`config.mk`:
```
export PLATFORM = sky130hd
export DESIGN_NAME = fermat_theorem
export DESIGN_NICKNAME = d
export VERILOG_FILES = /design/src/rtl/fermat_pkg.sv /design/src/rtl/fermat_theorem_mod_mult.sv /design/src/rtl/fermat_theorem.sv
export SDC_FILE = /design/constraint.sdc
export NUM_CORES = 1
export LEC_CHECK = 0
export CORE_MARGIN = 2
export CORE_UTILIZATION = 45
export DETAILED_ROUTE_END_ITERATION = 16
export PLACE_DENSITY = 0.59
export SLEW_MARGIN = 20
export SYNTH_ARGS = -nofsm -noshare
export SYNTH_HDL_FRONTEND = slang
export SYNTH_HIERARCHICAL = 1
export SYNTH_SLANG_ARGS = --single-unit
```
`constraint.sdc`:
```
create_clock -name clk -period 12.3 [get_ports clk]
set_input_delay 1.845 -clock clk [delete_from_list [all_inputs] [get_ports clk]]
set_output_delay 1.845 -clock clk [all_outputs]
set_load 0.02 [all_outputs]
```
`src/rtl/fermat_pkg.sv`:
```
// fermat_pkg: shared FSM state type and elaboration-time helpers for the Fermat inverse engine
package fermat_pkg;
  typedef enum logic [2:0] {IDLE, INIT, MUL, SQR, CHK, FIN} state_t;
  function automatic bit modulus_ok(int p, int width);
    if (p < 3 || p >= (1 << width)) return 1'b0;
    for (int d = 2; d * d <= p; d++) if (p % d == 0) return 1'b0;
    return 1'b1;
  endfunction
  function automatic int fermat_latency(int p, int width, bit self_check);
    int k = 0;
    int pc = 0;
    for (int x = p - 2; x != 0; x = x >> 1) begin
      k++;
      pc += x & 1;
    end
    return 2 + (k + pc + int'(self_check)) * (width + 1) + 1;
  endfunction
endpackage

```
`src/rtl/fermat_theorem_mod_mult.sv`:
```
// mod_mult: sequential MSB-first interleaved modular multiplier, WIDTH+1 cycles (ports: clk, reset active-low async, start, a, b -> done, product)
module mod_mult #(
  parameter int WIDTH = 5,
  parameter int P = 11
) (
  input  logic             clk,
  input  logic             reset,
  input  logic             start,
  input  logic [WIDTH-1:0] a,
  input  logic [WIDTH-1:0] b,
  output logic             done,
  output logic [WIDTH-1:0] product
);
  localparam int CW = $clog2(WIDTH + 1);
  localparam logic [WIDTH+1:0] PM = (WIDTH + 2)'(P);
  logic [WIDTH-1:0] r, aa, bb;
  logic [CW-1:0] cnt;
  logic busy;
  logic [WIDTH+1:0] t, t1;
  logic [WIDTH-1:0] t2;
  // 2r + bit*b < 3P, so two conditional subtractions bring it back below P
  always_comb begin
    t = {1'b0, r, 1'b0} + (aa[WIDTH-1] ? {2'b00, bb} : '0);
    t1 = t >= PM ? t - PM : t;
    t2 = WIDTH'(t1 >= PM ? t1 - PM : t1);
  end
  // done and product are presented during the final iteration so the caller can capture on that edge
  assign done = busy && cnt == CW'(1);
  assign product = t2;
  always_ff @(posedge clk or negedge reset)
    if (!reset) begin
      r <= '0;
      aa <= '0;
      bb <= '0;
      cnt <= '0;
      busy <= 1'b0;
    end else if (start) begin
      r <= '0;
      aa <= a;
      bb <= b;
      cnt <= CW'(WIDTH);
      busy <= 1'b1;
    end else if (busy) begin
      r <= t2;
      aa <= aa << 1;
      cnt <= cnt - CW'(1);
      busy <= cnt != CW'(1);
    end
endmodule

```
`src/rtl/fermat_theorem.sv`:
```
// fermat_theorem: self-starting A^(P-2) mod P inverse engine (ports: clk, reset active-low async -> result, done, inv_ok); macro FERMAT_SELF_CHECK_EN adds a CHK pass driving inv_ok
module fermat_theorem import fermat_pkg::*; #(
  parameter int WIDTH = 5,
  parameter int P = 11,
  parameter int A = 3
) (
  input  logic             clk,
  input  logic             reset,
  output logic [WIDTH-1:0] result,
  output logic             done,
  output logic             inv_ok
);
  if (!modulus_ok(P, WIDTH)) begin : g_bad_modulus
    $error("fermat_theorem: P must be a prime >= 3 and below 2**WIDTH");
  end
  localparam int AM = A % P;
  localparam logic [WIDTH-1:0] A_RED = WIDTH'(AM);
  localparam logic [WIDTH-1:0] E0 = WIDTH'(P - 2);
`ifdef FERMAT_SELF_CHECK_EN
  localparam state_t LAST = CHK;
`else
  localparam state_t LAST = FIN;
`endif
  state_t state, next;
  logic [WIDTH-1:0] base, acc, exp_r, exp_nxt, mm_a, mm_b, mm_p;
  logic busy, mm_start, mm_done;
  assign exp_nxt = exp_r >> 1;
  always_ff @(posedge clk or negedge reset)
    if (!reset) state <= IDLE;
    else state <= next;
  always_comb begin
    next = state;
    case (state)
      IDLE: next = INIT;
      INIT: next = E0 == '0 ? FIN : E0[0] ? MUL : SQR;
      MUL: next = mm_done ? SQR : MUL;
      SQR: next = !mm_done ? SQR : exp_nxt == '0 ? LAST : exp_nxt[0] ? MUL : SQR;
      CHK: next = mm_done ? FIN : CHK;
      default: next = FIN;
    endcase
  end
  // one multiplier shared by all three compute states; start fires on the first cycle of each pass
  always_comb begin
    mm_start = (state == MUL || state == SQR || state == CHK) && !busy;
    mm_a = state == MUL ? acc : state == SQR ? base : A_RED;
    mm_b = state == CHK ? acc : base;
  end
  mod_mult #(.WIDTH(WIDTH), .P(P)) u_mm (
    .clk(clk),
    .reset(reset),
    .start(mm_start),
    .a(mm_a),
    .b(mm_b),
    .done(mm_done),
    .product(mm_p)
  );
`ifdef FERMAT_SELF_CHECK_EN
  logic chk, ok_r;
  assign inv_ok = ok_r;
`else
  assign inv_ok = 1'b0;
`endif
  always_ff @(posedge clk or negedge reset)
    if (!reset) begin
      base <= '0;
      acc <= '0;
      exp_r <= '0;
      busy <= 1'b0;
      result <= '0;
      done <= 1'b0;
`ifdef FERMAT_SELF_CHECK_EN
      chk <= 1'b0;
      ok_r <= 1'b0;
`endif
    end else begin
      busy <= mm_start | (busy & ~mm_done);
      if (state == INIT) begin
        base <= A_RED;
        acc <= WIDTH'(1);
        exp_r <= E0;
      end
      if (mm_done && state == MUL) acc <= mm_p;
      if (mm_done && state == SQR) begin
        base <= mm_p;
        exp_r <= exp_nxt;
      end
`ifdef FERMAT_SELF_CHECK_EN
      if (mm_done && state == CHK) chk <= mm_p == WIDTH'(1);
      if (state == FIN) ok_r <= chk;
`endif
      if (state == FIN) begin
        result <= acc;
        done <= 1'b1;
      end
    end
endmodule

```
Word level (Yosys, flattened, before mapping)
Cells that the tools add are included.
{ "totals": {"output_inout_bits": 7, "word_cells": 66, "ff_bits": 44} }
{ "classes": {"muxes": 26, "reduce_logical": 12, "bitwise_logic": 3, "add_sub_neg": 4, "n_lt_le_gt_ge": 2, "eq_ne": 7} }
{ "ops": {"columns": ["op", "n"], "rows": [
  ["5-bit two-way mux", 15],
  ["3-bit case mux with 5 select lines", 1],
  ["7-bit by 4-bit >= comparator with 1-bit output (second input constant)", 2],
  ["3-bit two-way mux", 4],
  ["6-bit by 7-bit adder with 7-bit output", 1],
  ["7-bit two-way mux", 1],
  ["7-bit by 4-bit subtractor with 7-bit output (second input constant)", 1],
  ["3-bit by 1-bit equality test with 1-bit output (second input constant)", 2],
  ["3-bit by 2-bit equality test with 1-bit output (second input constant)", 2],
  ["3-bit equality test (second input constant)", 2],
  ["2-bit nonzero test", 3],
  ["5-bit logical NOT", 1],
  ["1-bit two-way mux", 5],
  ["5-bit by 4-bit subtractor with 5-bit output (second input constant)", 1],
  ["1-bit logical AND", 4],
  ["3-bit logical NOT", 1],
  ["3-bit by 1-bit != test with 1-bit output (second input constant)", 1],
  ["3-bit by 1-bit subtractor with 3-bit output (second input constant)", 1],
  ["1-bit logical OR", 2],
  ["1-bit AND", 1],
  ["1-bit logical NOT", 1],
  ["1-bit NOT", 1],
  ["1-bit bitwise OR", 1]
]} }

Longest topological paths before layout
Gate-level depths: netlist of the first run.
{ "logic_depth": {"depth_word": 8, "ltp_mapped": 18} }

Modules after synthesis
Netlist of the first run, hierarchy kept.
{ "by_module_without_submodules": {"columns": ["mod", "area_each_um2", "n_inst", "cells_each"], "rows": [
  ["mod_mult", 1594.0, 1, 171],
  ["fermat_theorem", 1217.4, 1, 122]
]} }

Least setup slack after synthesis of the first run
Ideal clock, no wire load.
{ "synth_path": {"path_kind": "register -> register", "start": "reg u_mm.aa[4]", "end": "reg base[1]", "t_arrival_ps": 3810, "path_slack_ps": 8364, "t_required_ps": 12174, "period_less_slack_ps": 3936, "n_path_buf": 1, "path_stages_with_launch": 18, "cell_sequence": "dfrtp_1 > and2_1 > ha_1 > inv_1 > fa_1 > nor2b_2 > a21oi_1 > a21oi_4 > mux2_2 > ha_1 > a311o_1 > o32ai_1 > a2bb2oi_2 > buf_6 > mux2_2 > nand2b_1 > o22ai_1 > a21oi_1"} }
{ "synth_via": {"elab_chain_len": 7, "elab_cells_between_ends": 9, "classes_between": "add/sub: 3; order compare: 2; mux: 4"} }
{ "synth_rtl": {"columns": ["element", "line", "text"], "rows": [
  ["from (decl)", "fermat_theorem_mod_mult.sv:16", "logic [WIDTH-1:0] r, aa, bb;"],
  ["from (signal assigned)", "fermat_theorem_mod_mult.sv:45", "aa <= aa << 1;"],
  ["5-bit two-way mux (*)", "fermat_theorem_mod_mult.sv:23", "t = {1'b0, r, 1'b0} + (aa[WIDTH-1] ? {2'b00, bb} : '0);"],
  ["6-bit by 7-bit adder with 7-bit output (*)", "fermat_theorem_mod_mult.sv:23", null],
  ["7-bit by 4-bit subtractor with 7-bit output / 7-bit by 4-bit >= comparator with 1-bit output (equally long branches)", "fermat_theorem_mod_mult.sv:24", "t1 = t >= PM ? t - PM : t;"],
  ["7-bit two-way mux (*)", "fermat_theorem_mod_mult.sv:24", null],
  ["7-bit by 4-bit >= comparator with 1-bit output / 5-bit by 4-bit subtractor with 5-bit output (equally long branches)", "fermat_theorem_mod_mult.sv:25", "t2 = WIDTH'(t1 >= PM ? t1 - PM : t1);"],
  ["5-bit two-way mux (*)", "fermat_theorem_mod_mult.sv:25", null],
  ["net mm_p[1]", "fermat_theorem.sv:25", "logic [WIDTH-1:0] base, acc, exp_r, exp_nxt, mm_a, mm_b, mm_p;"],
  ["5-bit two-way mux (*)", "fermat_theorem.sv:83", "if (mm_done && state == SQR) begin"],
  ["to (signal assigned)", "fermat_theorem.sv:84", "base <= mm_p;"],
  ["to (decl)", "fermat_theorem.sv:25", null]
]} }
Mark *: on every way through the listed nets, which the timed path passes. The rest lies on a longest branch.
A chain may end at the register's enable or synchronous reset.

Worst setup path in the final report of the first run
Ends and elaborated chain as after synthesis.

==> out/metrics.cfg, run 1 <==
[run_status]
outcome=finished, final reports clean

[detailed_routing]
vias=2127
drc=0
routed_wirelength_mm=6.03
drt-pass1-iter-count=4
vias_per_cell=5.76
initialDrtViolationCount=52
ant_nets=0
post_drt_wl_per_cell_um=16.3

[power_and_ir_drop]
p_per_area_nw_per_um2=78.9
peakVddDrop_v=0.0000587
swShare=0.215
p_comb_frac=0.013
clockPowerShare=0.397
p_sw_w=0.0000503
internal_power_w=0.000183
power_frac_seq=0.591
p_leak_nw=1.22

[yosys]
ys_seq_elements=42
ys.flop_type=dfrtp_1
synthCells=293
synth-seq-area-share=0.374
synthArstFlopShare=1.00
yosysUniqueCellTypes=67
synth.net_count=304
yosysWarnings=6
synthesis.area_sq_um=2810
synth-edff-count=0
avgSynthCellArea_sq_um=9.60

[placement]
numPortBuffers=7
gp_congestion=0.906
place_ws_ns=7.91
dp_hpwl_mm=4.34

[die]
rows=28
initial_utilization=0.469
die_area_sq_um=6900
io_pins=9
fp.dieH_um=83.0
core_area_sq_um=5990
fp.dieW_um=83.0

[layout]
insertedDiodeCount=0
areaGrowthSynthToFinish_pct=5.30
layout-drive-gt1-share=0.139
fillers=574
final_nets=304

[timing]
period_minus_slack_ns=4.39
setup_slack_ns=7.91
worst_slew_pin_slew_ns=0.924
finClkSkew_ns=0.00874
fin_crit_sh=0.357
maxSlewViolCount=0
hold_viol=0
fmax_mhz=228
relSlewSlack=0.384
setup_viol=0
setup_tns_ns=0
rsz0062_at_grt=false

[clock_tree]
numCtsBuffers=5
cts_buffer_depth=2
clockRootBuffer=clkbuf_8
htree_num_levels=2
cts_tree=done
clkSlewWorstSetupHoldPaths_ns=0.08
ctsResizeCount=0
insertion_delay_ns=0.29
post-cts-setup-buffer-count=0
cts_hold_buffers=0
clock-sinks=42

[setup_path]
worstPathRequired_ns=12.45
worst-setup-path-type=reg2reg
crit_path_start_kind=flop
end_kind=flop
crit_fanout=11
arrival_ns=4.54

[run]
maxCapViolCount=0

[grt]
grt_remaining_overflow=0
grt_use_total=0.183
grt_pass1_wl_mm=10.5
grt_pass1_vias=2143
grt_max_degree=43
antenna_found_initial=0

[min_path]
worstHoldPathType=reg2reg

layer usage:
layer	share of wire	up-vias	wire length, um	GRT usage
li1	-	1048	-	-
met1	0.49	1039	2950	0.253
met2	0.47	28	2840	0.297
met3	0.021	12	124	0.0288
met4	0.019	0	113	0.0581
met5	0	-	0	0
placed cells by master (no fill, tap or decap), types with 7 or more instances in the layout:
master	count
ha_1	8
nor2b_1	7
nand2_1	27
nand2b_1	11
o21ai_0	17
mux2i_1	11
mux2_2	12
a21oi_1	13
dfrtp_1	42
inv_1	12
nor2_1	23
flip-flops by register name, summed over array words and instances (netlist names):
| signal | cells |
|---|---|
| state | 3 |
| busy | 1 |
| done | 1 |
| exp_r | 3 |
| acc | 5 |
| u_mm/r | 5 |
| result | 5 |
| u_mm/aa | 5 |
| u_mm/bb | 5 |
| base | 5 |
| u_mm/busy | 1 |
| u_mm/cnt | 3 |
synth_stat cells, types with 3 or more instances:
| cell type | count | area (sq um) |
|---|---|---|
| buf_4 | 4 | 30.0 |
| mux2_2 | 12 | 135 |
| nand2_1 | 27 | 101 |
| o2bb2ai_1 | 4 | 35.0 |
| a22o_1 | 4 | 35.0 |
| mux2i_1 | 11 | 110 |
| buf_2 | 6 | 30.0 |
| a21o_1 | 3 | 22.5 |
| o21ai_0 | 17 | 85.1 |
| o22ai_1 | 5 | 31.3 |
| nor2_1 | 23 | 86.3 |
| a21oi_1 | 13 | 65.1 |
| nor3_1 | 5 | 25.0 |
| inv_1 | 12 | 45.0 |
| nand3_1 | 4 | 20.0 |
| and2_1 | 3 | 18.8 |
| nor2b_1 | 7 | 43.8 |
| buf_6 | 5 | 56.3 |
| a2bb2oi_1 | 4 | 35.0 |
| dfrtp_1 | 42 | 1050 |
| nand2b_1 | 11 | 68.8 |
| xnor2_1 | 6 | 52.6 |
| a31oi_1 | 3 | 18.8 |
| ha_1 | 8 | 100 |
worst max-delay path: stages, from the launching register on:
cell and delay [ns]:
dfrtp_1 0.42, and2_1 0.15, ha_1 0.18, inv_1 0.06
fa_1 0.61, nor2b_2 0.24, a21oi_1 0.14, a21oi_4 0.24
mux2_2 0.39, ha_1 0.26, a311o_1 0.28, o32ai_1 0.16
a2bb2oi_2 0.39, mux2_2 0.40, nand2b_1 0.14, o22ai_1 0.11
a21oi_1 0.09
cell type report:
class                      count  area, sq um  area share
clock buffer                   6         82.6      0.0279
clock inverter                 2         12.5     0.00423
inverter                      13         48.8      0.0165
multi-input combinational    222         1590       0.538
sequential                    42         1050       0.355
tap                           75         93.8      0.0317
timing repair buffer           9         80.1      0.0270
metrics by stage:
step | instance area [sq um] | hold slack, ns | util | instances | power [W]
2_1_floorplan | 2810 | 0.448 | - | 293 | 0.000141
3_3_place_gp | 2870 | 0.450 | 0.478 | 361 | 0.000144
3_5_place_dp | 2870 | 0.453 | 0.478 | 361 | 0.000144
4_1_cts | 2960 | 0.476 | 0.494 | 369 | 0.000237
5_1_grt | 2960 | 0.498 | 0.494 | 369 | 0.000242
6_report | 2960 | 0.474 | 0.494 | 369 | 0.000233
power by group through the flow:
stage	Sequential [W]	Clock (W)	Combinational, W
after floorplan	0.000141	0	0.000000509
after global placement	0.000141	0	0.00000324
after detailed placement	0.000141	0	0.00000322
after CTS	0.000138	0.0000963	0.00000323
after global routing	0.000138	0.000101	0.00000363
final	0.000138	0.0000926	0.00000295
cells by family after synthesis:
family                   synth area share
multiplexers                       0.0979
adder cells (fa/ha/maj)            0.0427
AO/OA/AOI/OAI                       0.194
AND/OR/NAND/NOR                     0.194
XOR/XNOR                           0.0360
buffers and inverters              0.0601
other                             0.00133
flip-flops                          0.374
path summary, 6_finish.rpt:
check,depth (start not counted),slack [ns],start,endpoint
max,16,7.91,u_mm/aa[4]$_DFFE_PN0P_,base[1]$_DFFE_PN0P_
max reg2reg,16,7.91,u_mm/aa[4]$_DFFE_PN0P_,base[1]$_DFFE_PN0P_
max in group asynchronous,1,10.03,reset,u_mm/bb[2]$_DFFE_PN0P_
min in group asynchronous,1,1.68,reset,done$_DFFE_PN0N_
min reg2reg,1,0.47,done$_DFFE_PN0N_,done$_DFFE_PN0N_
min,1,0.47,done$_DFFE_PN0N_,done$_DFFE_PN0N_
Note: power is estimated with default switching activity, not from simulation.
==> run 2: changes to the inputs <==
==> constraint.sdc (replaced) <==
create_clock -name clk -period 4.2 [get_ports clk]
set_input_delay 0.63 -clock clk [delete_from_list [all_inputs] [get_ports clk]]
set_output_delay 0.63 -clock clk [all_outputs]
set_load 0.02 [all_outputs]
==> out/metrics.cfg, run 2 (synthesis gave the netlist of run 1 again) <==
[run_status]
outcome=finished, final reports clean

[timing]
worst_slew_pin_slew_ns=0.932  ; +0.00737 ns
setup_slack_ns=0.189  ; -7.72 ns
period_minus_slack_ns=4.01  ; -0.379 ns
fin_crit_sh=0.955  ; +0.598
relSlewSlack=0.379  ; -0.00492
fmax_mhz=249  ; +9.5%
hold_viol=0  ; unchanged
setup_tns_ns=0  ; unchanged
setup_viol=0  ; unchanged
finClkSkew_ns=0.00595  ; -0.00279 ns
maxSlewViolCount=0  ; unchanged

[placement]
numPortBuffers=7  ; unchanged
gp_congestion=0.851  ; -6.1%
dpl_cell_area_sq_um=2900  ; +1.3%
dp_hpwl_mm=4.53  ; +4.4%
place_ws_ns=0.114  ; -7.80 ns

[clock_tree]
clock-sinks=42  ; unchanged
cts_buffer_depth=2  ; unchanged
clkSlewWorstSetupHoldPaths_ns=0.07  ; about the same
cts_tree=done
numCtsBuffers=5  ; unchanged
htree_num_levels=2  ; unchanged
insertion_delay_ns=0.29  ; about the same
cts_hold_buffers=0  ; unchanged
clockRootBuffer=clkbuf_8

[die]
rows=28  ; unchanged
fp.dieH_um=83.0  ; unchanged
io_pins=9  ; unchanged
fp.dieW_um=83.0  ; unchanged
die_area_sq_um=6900  ; unchanged
initial_utilization=0.469  ; unchanged
core_area_sq_um=5990  ; unchanged

[grt]
grt_pass1_vias=2072  ; -3.3%
grt_use_total=0.183  ; -0.000862
grt_remaining_overflow=0  ; unchanged
grt_max_degree=43  ; unchanged
antenna_found_initial=0  ; unchanged
grt_pass1_wl_mm=10.3  ; -1.2%

[layout]
layout_common_cells=dfrtp_1 (41), nand2_1 (27), nor2_1 (23), o21ai_0 (17)
layout-drive-gt1-share=0.173  ; +0.0339
utilization=0.508  ; +0.0136
layout_commonest_cell=dfrtp_1
fillers=575  ; +0.17%
insertedDiodeCount=0  ; unchanged
areaGrowthSynthToFinish_pct=8.19
fin_area_sq_um=3040  ; +2.7%
final_nets=312  ; +2.6%

[setup_path]
crit_fanout=8  ; -3
critical_path.top_delay_family=compound AO/OA/AOI/OAI gates
worst-setup-path-type=reg2reg
critical_path.max_stage_delay_ns=0.44  ; -0.17 ns
path_buf_inv=3  ; +2
r2r_start=u_mm/aa[4]$_DFFE_PN0P_
crit_path_start=u_mm/aa[4]$_DFFE_PN0P_
worstPathRequired_ns=4.41  ; -8.04 ns
crit_chain=and2_1 > ha_1 > inv_1 > fa_1 > nor2b_2 > a21oi_2 > a21oi_4 > buf_4 > xnor2_2 > ha_2 > a311o_1 > o32ai_2 > a2bb2oi_4 > buf_4 > or3_1 > nand2_1 > nand2_1 > a2bb2oi_1 > o2bb2ai_1
crit_path_start_kind=flop
rrSetupSlack_ns=0.19  ; -7.72 ns
end_kind=flop
r2r-end=acc[2]$_DFFE_PN0P_
cp_slowest_cell=dfrtp_2
reg2regPathDepth=19  ; +3
cp-endpoint=acc[2]$_DFFE_PN0P_
arrival_ns=4.22  ; -0.32 ns
crit_cells=19  ; +3

[power_and_ir_drop]
clockPowerShare=0.380  ; -0.017
swShare=0.202  ; -0.0134
power_frac_seq=0.607  ; +0.016
p_total_w=0.000666  ; +190%
internal_power_w=0.000531  ; +190%
p_comb_frac=0.013  ; about the same
peakVddDrop_v=0.000146  ; +150%
p_leak_nw=1.27  ; +3.6%
p_sw_w=0.000135  ; +170%
p_per_area_nw_per_um2=219  ; +180%

[detailed_routing]
vias=2192  ; +3.1%
routed_wirelength_mm=6.26  ; +3.9%
drt-pass1-iter-count=4  ; unchanged
vias_per_cell=5.85  ; +1.4%
ant_nets=0  ; unchanged
post_drt_wl_per_cell_um=16.7  ; +2.2%
initialDrtViolationCount=127  ; +140%
drc=0  ; unchanged

[run]
maxCapViolCount=0  ; unchanged

[min_path]
worstHoldPathType=reg2reg

[run 2: metal layers]
layer,wire [um],track usage,part of all wire
met1,3010,0.255,0.48
met2,2980,0.289,0.48
met3,144,0.0268,0.023
met4,133,0.0656,0.021
met5,0,0,0
[run 2: worst min-delay path by stage]
stage / start / endpoint / slack, ns / cells after the start
2_1_floorplan: reset / acc[0]$_DFFE_PN0P_ / 0.33 / 0
3_3_place_gp: done$_DFFE_PN0N_ / done$_DFFE_PN0N_ / 0.45 / 1
3_5_place_dp: done$_DFFE_PN0N_ / done$_DFFE_PN0N_ / 0.46 / 1
4_1_cts: done$_DFFE_PN0N_ / done$_DFFE_PN0N_ / 0.48 / 1
5_1_grt: busy$_DFF_PN0_ / busy$_DFF_PN0_ / 0.51 / 1
6_report: done$_DFFE_PN0N_ / done$_DFFE_PN0N_ / 0.47 / 1
[run 2: per-stage QoR]
stage                     hold WS, ns  std cells
after floorplan                 0.334        293
after global placement          0.449        366
after detailed placement        0.456        366
after CTS                       0.479        372
after global routing            0.511        375
final                           0.473        375
[run 2: area by class of cell]
cell class | instances | area (sq um) | area share
clock buffers | 6 | 82.6 | 0.0271
flip-flops and latches | 42 | 1050 | 0.346
inverters | 13 | 48.8 | 0.0160
well taps | 75 | 93.8 | 0.0309
multi-input cells | 222 | 1620 | 0.534
repair buffers | 17 | 140 | 0.0461
[run 2: power by group through the flow]
stage | Sequential [W] | Clock [W] | Combinational [W]
finish | 0.000404 | 0.000253 | 0.00000869
global route | 0.000404 | 0.000278 | 0.0000105
CTS | 0.000404 | 0.000265 | 0.00000953
detailed placement | 0.000412 | 0 | 0.00000955
global placement | 0.000412 | 0 | 0.00000948
floorplan | 0.000412 | 0 | 0.00000149
[run 2: timing repair]
item,CTS,global route
setup buffers,0,3
endpoints found under the setup margin,0,8
gates resized for setup,0,6
[run 2: worst register-to-register path: cells and delay by family, from the launching register on]
kind	cells	cell delay [ns]
compound gates	7	0.99
simple gates	5	0.93
fa+ha+maj	3	0.93
flops	1	0.44
buf+inv	3	0.40
xor+xnor	1	0.24
==> run 3: changes to the inputs <==
--- a/config.mk
+++ b/config.mk
@@ -8,9 +8,7 @@
 export CORE_MARGIN = 2
 export CORE_UTILIZATION = 45
 export DETAILED_ROUTE_END_ITERATION = 16
-export PLACE_DENSITY = 0.59
 export SLEW_MARGIN = 20
 export SYNTH_ARGS = -nofsm -noshare
 export SYNTH_HDL_FRONTEND = slang
-export SYNTH_HIERARCHICAL = 1
 export SYNTH_SLANG_ARGS = --single-unit
==> out/metrics.cfg, run 3 <==
[power_and_ir_drop]
p_per_area_nw_per_um2=232  ; +5.8%
p_leak_nw=1.34  ; +5.6%
peakVddDrop_v=0.000192  ; +31%

[grt]
grt_pass1_wl_mm=11.2  ; +7.9%
grt_remaining_overflow=0  ; unchanged
grt_use_total=0.200  ; +0.0173
grt_max_degree=43  ; unchanged
grt_pass1_vias=2216  ; +6.9%
antenna_found_initial=0  ; unchanged

[timing]
period_minus_slack_ns=3.76  ; -0.250 ns
fin_crit_sh=0.895  ; -0.0596
hold_viol=0  ; unchanged
setup_tns_ns=0  ; unchanged
relSlewSlack=0.386  ; +0.00731
worst_slew_pin_slew_ns=0.921  ; -0.0110 ns
rsz0062_at_grt=false
finClkSkew_ns=0.00875  ; +0.00280 ns
setup_slack_ns=0.439  ; +0.250 ns
fmax_mhz=266  ; +6.7%
setup_viol=0  ; unchanged
maxSlewViolCount=0  ; unchanged

[detailed_routing]
drc=0  ; unchanged
vias_per_cell=5.85  ; about the same
ant_nets=0  ; unchanged
vias=2239  ; +2.1%
initialDrtViolationCount=142  ; +12%
post_drt_wl_per_cell_um=16.6  ; -0.51%
drt-pass1-iter-count=5  ; +1
routed_wirelength_mm=6.36  ; +1.6%

[layout]
insertedDiodeCount=0  ; unchanged
layout-drive-gt1-share=0.143  ; -0.0305
multi_input_area_sq_um=1620  ; -0.39%
areaGrowthSynthToFinish_pct=7.29
layout_common_cells=dfrtp_1 (42), nand2_1 (36), o21ai_0 (20), nor2_1 (17)
final_nets=318  ; +1.9%
layout_commonest_cell=dfrtp_1
fillers=582  ; +1.2%
utilization=0.504  ; -0.00374
register_area_sq_um=1050  ; -0.12%

[clock_tree]
numCtsBuffers=5  ; unchanged
clock-sinks=42  ; unchanged
htree_num_levels=2  ; unchanged
insertion_delay_ns=0.31  ; +0.02 ns
cts_hold_buffers=0  ; unchanged
clockRootBuffer=clkbuf_8
clkSlewWorstSetupHoldPaths_ns=0.09  ; +0.02 ns
cts_tree=done
cts_buffer_depth=2  ; unchanged

[yosys]
yosysMostFrequentCell=dfrtp_1
synth.net_count=316  ; +3.9%
synthCells=305  ; +4.1%
synth_area_leader_cell=dfrtp_1
avgSynthCellArea_sq_um=9.17  ; -4.4%
yosysWarnings=0  ; -6
ys.flop_type=dfrtp_1
synth_commonest_cells=dfrtp_1 (42), nand2_1 (36), o21ai_0 (21), nor2_1 (17)
ys_seq_elements=42  ; unchanged
synth-edff-count=0  ; unchanged
yosysUniqueCellTypes=70  ; +4.5%
synthArstFlopShare=1.00  ; unchanged
synth-seq-area-share=0.376  ; +0.00184
synth_top_area_frac=0.376  ; +0.00184
synthTopCellsByArea=dfrtp_1 (38%), nand2_1 (4.8%), mux2i_1 (3.9%), o21ai_0 (3.8%), mux2_2 (3.6%)
synthesis.area_sq_um=2800  ; -0.49%

[setup_path]
critical_path.top_delay_family=simple AND/OR/NAND/NOR gates
end_kind=flop
cp_common_cell=inv_1
worstPathRequired_ns=4.40  ; about the same
worst-setup-path-type=reg2reg
critical_path.max_stage_delay_ns=0.44  ; about the same
crit_chain=and2_1 > ha_1 > inv_1 > fa_2 > nand4b_2 > o221ai_4 > nand4b_4 > or3_1 > nand2_1 > ha_2 > inv_1 > o311ai_0 > a31oi_1 > o22ai_1 > xor2_1 > a21oi_1 > a22o_1
arrival_ns=3.96  ; -0.26 ns
cp_slowest_cell=dfrtp_1
crit_fanout=8  ; unchanged
path_buf_inv=2  ; -1
crit_path_start_kind=flop

[die]
die_area_sq_um=6860  ; -0.46%
core_area_sq_um=5960  ; -0.58%
io_pins=9  ; unchanged
fp.dieH_um=82.9  ; -0.23%
fp.dieW_um=82.9  ; -0.23%
rows=28  ; unchanged
initial_utilization=0.470  ; about the same

[placement]
gp_congestion=0.877  ; +3.1%
dp_hpwl_mm=4.64  ; +2.3%
place_ws_ns=0.210  ; +0.0966 ns
numPortBuffers=7  ; unchanged

[run]
maxCapViolCount=0  ; unchanged

[run_status]
outcome=finished, final reports clean

[min_path]
worstHoldPathType=in2async

==> run 3: changes by cell type after synthesis, moves of 6 or more <==
cell | before | now
nand2b_1 | 11 | 4
clkbuf_1 | 1 | 10
nor2_1 | 23 | 17
nand2_1 | 27 | 36
nand3_1 | 4 | 16
==> run 3: repair_timing <==
action                                  CTS  global route
setup buffers                             0             0
endpoints found under the setup margin    0             3
gates resized for setup                   0             3
==> run 3: power breakdown <==
group	switching, W	internal [W]	leakage [nW]
Combinational	0.00000826	0.000000337	0.763
Clock	0.000150	0.000132	0.0472
Sequential	0	0.000404	0.530
==> run 3: layer usage <==
metal	vias to the layer above	GRT usage	part of all wire
met4	0	0.0700	0.020
met5	-	0	0
li1	1106	-	-
met2	44	0.305	0.46
met3	11	0.0348	0.032
met1	1078	0.287	0.49
==> run 3: cells by family (layout without fill, tap and decap cells) <==
family	after synthesis	in the layout	share of synthesized area
AOI/OAI and AO/OA	73	73	0.187
adders and majority gates	9	9	0.0429
muxes	20	20	0.0756
buffers and inverters	29	32	0.0479
and+or+nand+nor	125	125	0.249
DFF	42	42	0.376
other	1	1	0.00134
xor gates and xnor gates	6	6	0.0215
==> run 3: layout make-up <==
cell class | count | area share
clock buffers | 6 | 0.0275
clock inverters | 2 | 0.00417
inverters | 13 | 0.0163
multi-input cells | 234 | 0.539
flip-flops and latches | 42 | 0.350
well taps | 75 | 0.0313
repair buffers | 11 | 0.0317
==> run 3: worst paths after layout <==
path / from / endpoint / depth (start not counted) / slack, ns
min in group clk: done$_DFFE_PN0N_ / done$_DFFE_PN0N_ / 1 / 0.48
max in group asynchronous: reset / acc[3]$_DFFE_PN0P_ / 1 / 3.16
worst min-delay path: reset / exp_r[2]$_DFFE_PN0P_ / 1 / 0.44
worst min register to register: done$_DFFE_PN0N_ / done$_DFFE_PN0N_ / 1 / 0.48
worst max-delay path: u_mm.aa[4]$_DFFE_PN0P_ / base[4]$_DFFE_PN0P_ / 17 / 0.44
worst max register to register: u_mm.aa[4]$_DFFE_PN0P_ / base[4]$_DFFE_PN0P_ / 17 / 0.44
==> run 3: per-stage QoR <==
| step | instance area, sq um | power (W) | std cells | hold slack, ns |
|---|---|---|---|---|
| floorplan | 2800 | 0.000414 | 305 | 0.334 |
| global route | 3000 | 0.000722 | 383 | 0.504 |
| global placement | 2900 | 0.000421 | 375 | 0.453 |
| CTS | 3000 | 0.000705 | 383 | 0.482 |
| detailed placement | 2900 | 0.000421 | 375 | 0.456 |
| finish | 3000 | 0.000695 | 383 | 0.444 |
==> run 3: worst reg2reg max path: cells and delay by family, from the launching register on <==
kind / cells / cell delay (ns)
simple gates: 5 / 1.07
compound gates: 6 / 0.99
fa+ha+maj: 3 / 0.81
flops: 1 / 0.44
buf+inv: 2 / 0.18
xor+xnor: 1 / 0.17
